<file path="src/rtl/apb_pkg.sv">
// Shared APB definitions: requester state encoding and default bus widths.
// Also used by the APB completer models on the same pclk domain.
package apb_pkg;

    typedef enum logic [1:0] {
        IDLE   = 2'd0,
        SETUP  = 2'd1,
        ACCESS = 2'd2
    } apb_state_e;

    localparam int APB_ADDR_W = 8;
    localparam int APB_DATA_W = 8;

endpackage

</file>
<file path="src/rtl/apb_wait_timer.sv">
// Counts ACCESS wait states.
// Flags the wait state that would exceed the TIMEOUT budget.
module apb_wait_timer #(
    parameter int TIMEOUT = 16
) (
    input  logic pclk,
    input  logic presetn,
    input  logic clear,
    input  logic enable,
    output logic expired
);

    localparam int CW = (TIMEOUT > 0) ? $clog2(TIMEOUT + 1) : 1;
    localparam logic [CW-1:0] LAST = CW'((TIMEOUT > 0) ? TIMEOUT - 1 : 0);

    logic [CW-1:0] wait_cnt;

    // The count equals the number of ACCESS cycles already spent waiting,
    // so LAST marks the TIMEOUT-th cycle.
    assign expired = (TIMEOUT > 0) && enable && (wait_cnt == LAST);

    always_ff @(posedge pclk or negedge presetn) begin
        if (!presetn) begin
            wait_cnt <= '0;
        end else if (clear) begin
            wait_cnt <= '0;
        end else if (enable && !expired) begin
            wait_cnt <= wait_cnt + 1'b1;
        end
    end

endmodule

</file>
<file path="src/rtl/apb_master.sv">
// APB requester: single-beat commands in, APB transfers out.
// Each transfer ends in a one-cycle response pulse, optionally flagged as a timeout.
module apb_master
    import apb_pkg::*;
#(
    parameter int ADDR_W  = APB_ADDR_W,
    parameter int DATA_W  = APB_DATA_W,
    parameter int TIMEOUT = 16
) (
    input  logic              pclk,
    input  logic              presetn,
    input  logic              cmd_valid,
    output logic              cmd_ready,
    input  logic              cmd_write,
    input  logic [ADDR_W-1:0] cmd_addr,
    input  logic [DATA_W-1:0] cmd_wdata,
    output logic              rsp_valid,
    output logic [DATA_W-1:0] rsp_rdata,
    output logic              rsp_timeout,
    output logic              busy,
    output logic              psel,
    output logic              penable,
    output logic              pwrite,
    output logic [ADDR_W-1:0] paddr,
    output logic [DATA_W-1:0] pwdata,
    input  logic              pready,
    input  logic [DATA_W-1:0] prdata
);

    apb_state_e state, state_n;
    logic       expired;
    logic       accept;
    logic       in_setup;
    logic       waiting;

    apb_wait_timer #(
        .TIMEOUT(TIMEOUT)
    ) u_timer (
        .pclk    (pclk),
        .presetn (presetn),
        .clear   (in_setup),
        .enable  (waiting),
        .expired (expired)
    );

    always_ff @(posedge pclk or negedge presetn) begin
        if (!presetn) begin
            state <= IDLE;
        end else begin
            state <= state_n;
        end
    end

    always_comb begin
        state_n   = state;
        cmd_ready = 1'b0;
        psel      = 1'b0;
        penable   = 1'b0;
        in_setup  = 1'b0;
        waiting   = 1'b0;
        unique case (state)
            IDLE: begin
                cmd_ready = 1'b1;
                if (cmd_valid) state_n = SETUP;
            end
            SETUP: begin
                psel     = 1'b1;
                in_setup = 1'b1;
                state_n  = ACCESS;
            end
            ACCESS: begin
                psel    = 1'b1;
                penable = 1'b1;
                waiting = !pready;
                if (pready || expired) state_n = IDLE;
            end
            default: state_n = IDLE;
        endcase
    end

    assign busy   = psel;
    assign accept = cmd_ready && cmd_valid;

    // Bus address/data only move on acceptance so they stay stable when idle.
    always_ff @(posedge pclk or negedge presetn) begin
        if (!presetn) begin
            pwrite <= 1'b0;
            paddr  <= '0;
            pwdata <= '0;
        end else if (accept) begin
            pwrite <= cmd_write;
            paddr  <= cmd_addr;
            pwdata <= cmd_wdata;
        end
    end

    always_ff @(posedge pclk or negedge presetn) begin
        if (!presetn) begin
            rsp_valid   <= 1'b0;
            rsp_timeout <= 1'b0;
            rsp_rdata   <= '0;
        end else begin
            rsp_valid   <= 1'b0;
            rsp_timeout <= 1'b0;
            if (penable && pready) begin
                rsp_valid <= 1'b1;
                rsp_rdata <= pwrite ? '0 : prdata;
            end else if (penable && expired) begin
                rsp_valid   <= 1'b1;
                rsp_timeout <= 1'b1;
                rsp_rdata   <= '0;
            end
        end
    end

endmodule

</file>
<file path="config.mk">
export PLATFORM = sky130hd
export DESIGN_NAME = apb_master
export DESIGN_NICKNAME = d
export VERILOG_FILES = /design/src/rtl/apb_pkg.sv /design/src/rtl/apb_wait_timer.sv /design/src/rtl/apb_master.sv
export SDC_FILE = /design/constraint.sdc
export NUM_CORES = 1
export LEC_CHECK = 0
export CORE_MARGIN = 2
export CORE_UTILIZATION = 37
export DETAILED_ROUTE_END_ITERATION = 10
export GPL_TIMING_DRIVEN = 0
export PLACE_DENSITY = 0.74
export SYNTH_ARGS = -nofsm -noshare
export SYNTH_HDL_FRONTEND = slang
export SYNTH_SLANG_ARGS = --single-unit
</file>
<file path="constraint.sdc">
create_clock -name pclk -period 1.6 [get_ports pclk]
set_input_delay 0.24 -clock pclk [delete_from_list [all_inputs] [get_ports pclk]]
set_output_delay 0.24 -clock pclk [all_outputs]
set_load 0.02 [all_outputs]
</file>
==> metrics.csv <==
stage;metric;value;unit
run_status;status;finished with violations;
run_status;failed_checks;setup timing;
sta;worst_slack;-0.116;ns
clocking;clkSinkCount;34;
sta;rsz0062_at_grt;yes;
yosys;ys_warn_count;0;
layout;fin_util;0.626;
drt;route.antenna.remaining_nets;0;
drt;drtIter0Drc;29;
pwr;p_total;4.23;mW
clocking;cts_tree;yes;
sta;fin_crit;1.72;ns
yosys;yosys.area.top_type;dfrtp_1;
sta;relSlewSlack;0.522;
clocking;cts_hold_buffers;0;
layout;stdcell_count;219;
drt;wl_per_cell;13.7;µm
drt;detail_route.first_pass.iterations;3;
pwr;ir_worst_vdd;0.912;mV
sta;hold_viol;0;
worst_setup_path;crit_chain;ha_2 > and3_4 > ha_4 > nor3b_4 > a21oi_2 > mux2_4;
global_routing;antenna_found_initial;0;
global_routing;grt_max_degree;35;
layout;design_area;0.00227;mm²
flow_run;cap_violations;0;
layout;diodes;0;
floorplanning;ioPinCount;60;
global_routing;grt_pass1_wl;4610;µm
worst_setup_path;start_kind;register;
worst_setup_path;worstSetupEndpointType;register;
worst_setup_path;cp.arrival;1.88;ns
drt;routed_wl;3010;µm
pwr;p_leak;1.01;nW
hold_path;min_path_type;in -> async;
worst_setup_path;cpMaxStageDelayCell;dfrtp_1;
worst_setup_path;max_stage_delay;0.38;ns
yosys;avgSynthCellArea;14.5;µm²
placement;gp_congestion;0.676;
floorplanning;core;0.00363;mm²
layout;area_growth;63.0;%
clocking;clkTransAtPathRegs;0.07;ns
global_routing;grt_use_total;0.146;
placement;dpl.hpwl;2090;µm
yosys;ys_seq_area_frac;0.610;
yosys;synth_fp_nets;131;
sta;worst_pin_slew;0.718;ns
floorplanning;die_h;65.4;µm
floorplanning;dieArea;0.00428;mm²
clocking;htreeDepth;2;
yosys;synth_cell_types;23;
drt;drc_errors;0;
worst_setup_path;critPathMaxFanout;4;
yosys;syn_inst;96;
sta;finalCritPeriodShare;1.07;
global_routing;grt_overflow;0;
pwr;pwr_density_cell;1860;mW/mm²
sta;finalSetupViolations;14;
sta;drv_slew;0;
yosys;yosys-top-cells-area;dfrtp_1, mux2_2, ha_1;
worst_setup_path;required;1.76;ns
placement;postPlaceCellArea;0.00206;mm²
global_routing;grt_pass1_vias;1014;
worst_setup_path;critPathKind;reg -> reg;
yosys;synth.top_cell.area_share;0.610;
sta;clock-skew-final;0.00366;ns
yosys;synthesis.area;0.00140;mm²
clocking;cts_buffers;5;
sta;fin_tns_setup;-0.559;ns
clocking;root_buffer;clkbuf_8;
layout;final_layout_size_suffix_gt1_frac;0.345;
drt;routed_via_density;4.74;
floorplanning;rows;22;
clocking;clk_latency;0.28;ns
clocking;ctsLongestPathBuffers;2;
floorplanning;fp.dieW;65.4;µm
floorplanning;start_util;0.384;
placement;port_buffers;59;
drt;vias;1037;
placement;placed_cells_incl_taps;203;
yosys;synth-seq-cells;34;
layout;layout.nets;206;
sta;max_freq;583;MHz
## power by group
part           leakage (nW)  total, mW  switching [mW]  internal (mW)
clock                0.0438      0.574           0.283          0.291
combinational         0.539       2.26            1.04           1.22
sequential            0.425       1.40           0.190           1.21
total                  1.01       4.23            1.51           2.72
## cell type report
class,instances,area [µm²]
fill,303,1360
sequential,34,851
timing repair buffer,69,657
multi-input combinational,53,593
clock buffer,5,68.8
tap,48,60.1
inverter,6,22.5
buffer,2,11.3
clock inverter,2,10.0
## cells in the final DEF, fill, tap and decap left out, drive strengths merged
cell | Yosys | routed
clkdlybuf4s50 | 0 | 54
dfrtp | 34 | 34
mux2 | 19 | 19
buf | 2 | 13
a22o | 8 | 8
clkbuf | 1 | 8
inv | 6 | 6
ha | 6 | 6
nor2 | 4 | 4
and3b | 2 | 2
a21oi | 2 | 2
clkinv | 0 | 2
and3 | 2 | 2
xnor2 | 2 | 2
o21ai | 1 | 1
nand2 | 1 | 1
nor3b | 1 | 1
a211oi | 1 | 1
a21o | 1 | 1
nand3 | 1 | 1
and4bb | 1 | 1
mux2i | 1 | 1
clkdlybuf4s15 | 0 | 1
## repair_timing
action | 4_1_cts | 5_1_grt
pin swaps | 4 | 5
gates cloned | 0 | 0
setup buffers | 5 | 5
gates resized for setup | 14 | 14
setup endpoints to repair | 29 | 25
## per-layer routing
layer | vias up | track usage | share of wire
met2 | 42 | 0.245 | 0.52
met4 | 0 | 0.0859 | 0.017
met3 | 4 | 0.0479 | 0.078
met5 | - | 0 | 0
met1 | 505 | 0.161 | 0.38
li1 | 486 | - | -
## worst max-delay path, delay by kind of cell, from the launching register on
family                     cells  cell delay (ns)
AOI/OAI and AO/OA              1             0.09
muxes                          1             0.31
and+or+nand+nor                2             0.44
adders and majority gates      2             0.37
DFF                            1             0.38
## metrics by stage
stage,hold WS (ns),worst slack [ns]
after floorplan,-0.0556,-0.0847
after global placement,0.487,-0.350
after detailed placement,0.339,-0.225
after CTS,0.0394,-0.108
after global routing,0.0744,-0.168
final,0.00792,-0.116
## flip-flops by register name, indices dropped and copies added (netlist names)
register / count
paddr: 8
pwdata: 8
pwrite: 1
rsp_rdata: 8
rsp_timeout: 1
rsp_valid: 1
state: 2
u_timer.wait_cnt: 5
## final timing paths
| check | startpoint | endpoint | slack (ns) | cells after the start |
|---|---|---|---|---|
| min reg2reg | rsp_rdata[0]$_DFFE_PN0P_ | rsp_rdata[0]$_DFFE_PN0P_ | 0.51 | 1 |
| max in group asynchronous | presetn | paddr[3]$_DFFE_PN0P_ | 1.12 | 1 |
| max reg2reg | u_timer.wait_cnt[0]$_DFFE_PN0P_ | state[1]$_DFFE_PN0P_ | -0.12 | 6 |
| min | presetn | pwrite$_DFFE_PN0P_ | 0.008 | 1 |
| max | u_timer.wait_cnt[0]$_DFFE_PN0P_ | state[1]$_DFFE_PN0P_ | -0.12 | 6 |
| min in group pclk | rsp_rdata[0]$_DFFE_PN0P_ | rsp_rdata[0]$_DFFE_PN0P_ | 0.51 | 1 |
## synth_stat cells (all sizes together)
library cell  number
and3               2
clkbuf             1
nor2               4
a211oi             1
inv                6
and4bb             1
dfrtp             34
nand3              1
and3b              2
nand2              1
o21ai              1
ha                 6
a22o               8
nor3b              1
xnor2              2
mux2i              1
mux2              19
buf                2
a21o               1
a21oi              2
## cells by family (layout without fill, tap and decap cells)
family	Yosys count	in the layout	synth area share
AND/OR/NAND/NOR	12	12	0.0610
adder cells (fa/ha/maj)	6	6	0.0538
multiplexers	20	20	0.161
XOR/XNOR	2	2	0.0126
flip-flops	34	34	0.610
buffers and inverters	9	84	0.0278
AO/OA/AOI/OAI	13	13	0.0744
(Power assumes the default switching activity.)
==> RTL change, RTL diff (same settings) <==
`TIMEOUT` is set to 16 in 2 places; all go to 8.
--- a/src/rtl/apb_wait_timer.sv
+++ b/src/rtl/apb_wait_timer.sv
@@ -2,5 +2,5 @@
 // Flags the wait state that would exceed the TIMEOUT budget.
 module apb_wait_timer #(
-    parameter int TIMEOUT = 16
+    parameter int TIMEOUT = 8
 ) (
     input  logic pclk,
--- a/src/rtl/apb_master.sv
+++ b/src/rtl/apb_master.sv
@@ -6,5 +6,5 @@
     parameter int ADDR_W  = APB_ADDR_W,
     parameter int DATA_W  = APB_DATA_W,
-    parameter int TIMEOUT = 16
+    parameter int TIMEOUT = 8
 ) (
     input  logic              pclk,
Check against the original RTL: no difference found for any inputs over 10 cycles, from zero or initial values and one cycle with presetn low; that may be too few to reach the edited logic, so the function may still have changed.
==> RTL change against the original RTL <==
The run ends with negative hold slack left; wire length is 1.9% lower; sequential share of layout area is 0.95 points higher; synthesized area down 2.4%; worst setup slack better by 0.16 ns; global-route usage increased by 0.64 points; sequential cell count decreased by 1; cell area fell by 5.3%; fmax up 11%; power fell by 0.16%; synthesized cell count shrank 1.0%; highest routed layer unchanged.
==> RTL change: results <==
group,metric,value,unit
outcome,status,"complete, but fails checks",
outcome,violations,"negative hold slack",
power,powerComb,2.06,mW
synth,synth_cell_types,24,
cts,clock_latency,0.28,ns
synth,synth_area_leaders,"dfrtp_1, mux2_2, ha_1, a22o_1, a21oi_1",
cts,post_cts_buffers,1,
grt,use_met2,28.1,%
synth,syn-num-nets,130,
synth,synthMuxAreaShare,15.7,%
cts,clockRootBuffer,"clkbuf_8",
cts,cts_buffer_depth,2,
placement,gp_congestion,0.641,
grt,grt_max_degree,34,
routing,wl,2950,µm
cts,h-tree-depth,2,
cts,postCtsResizedCells,12,
timing,hold_violations,1,
synth,synth_seq_area_share,60.7,%
routing,drc,0,
power,p_int,2.77,mW
synth,synthAdderAreaFrac,5.51,%
finish,layout-drive-gt1-share,26.7,%
grt,grt_overflow_total,0,
timing,relSlewSlack,53.2,%
timing,fin_ws,0.0492,ns
placement,place_area,0.00201,mm²
power,p_clk_share,19.0,%
grt,grt_pass1_wl,4710,µm
routing,wl_per_cell,14.1,µm
synth,synthArstFlopShare,100,%
cts,cts_buffers,5,
grt,use_met1,15.4,%
timing,timing.hold.ws,-0.000178,ns
synth,synth_compound_area_share,8.73,%
grt,grt_usage,15.2,%
power,p_leak,0.935,nW
grt,grt_pass1_vias,1043,
synth,synth_commonest_cells,"dfrtp_1, mux2_2, a22o_1, ha_1, a21oi_1",
timing,finClkSkew,0.00583,ns
placement,place_hpwl,2160,µm
placement,place_ws,-0.183,ns
routing,drtPass1Iterations,2,
routing,drtIter0Drc,13,
cts,path_clk_slew,0.07,ns
power,ir_drop,942,µV
critical_path,r2r_slack,0.06,ns
floorplanning,fp.dieW,64.7,µm
routing,drt-vias-per-instance,4.82,
finish,reg_top3,"paddr: 8 flops, pwdata: 8 flops, rsp_rdata: 8 flops",
grt,antenna_found_initial,0,
synth,synthCells,95,
finish,diodes,0,
grt,grtUsageMet3,5.03,%
finish,nets,195,
finish,n_fill_cell,306,
synth,synthXorXnorAreaFrac,0,%
power,p_total,4.22,mW
finish,finalInstanceArea,0.00215,mm²
[RTL change: critical path: stages, from the launching register on]
cell	delay, ns
dfrtp_1	0.43
inv_2	0.12
ha_4	0.21
buf_4	0.12
buf_2	0.15
[RTL change: final cells by class]
| type | count | area share, % |
|---|---|---|
| Sequential cell | 33 | 38.4 |
| Timing Repair Buffer | 60 | 26.9 |
| Multi-Input combinational cell | 56 | 25.6 |
| Clock buffer | 7 | 4.01 |
| Tap cell | 48 | 2.79 |
| Clock inverter | 1 | 1.40 |
| Inverter | 3 | 0.523 |
| Buffer | 1 | 0.349 |
[RTL change: worst paths after layout]
kind,cells after the start,to,from
worst max-delay path,4,psel,state[1]
worst max register to register,4,state[0],state[1]
min in group pclk,1,paddr[4],paddr[4]
worst min-delay path,1,rsp_rdata[1],presetn
max in group asynchronous,1,paddr[5],presetn
worst min register to register,1,paddr[4],paddr[4]
[RTL change: layer usage]
layer	part of all wire (%)	wire, µm
met1	40	1180
met2	52	1550
met3	5.6	166
met4	2.1	61
met5	0	0
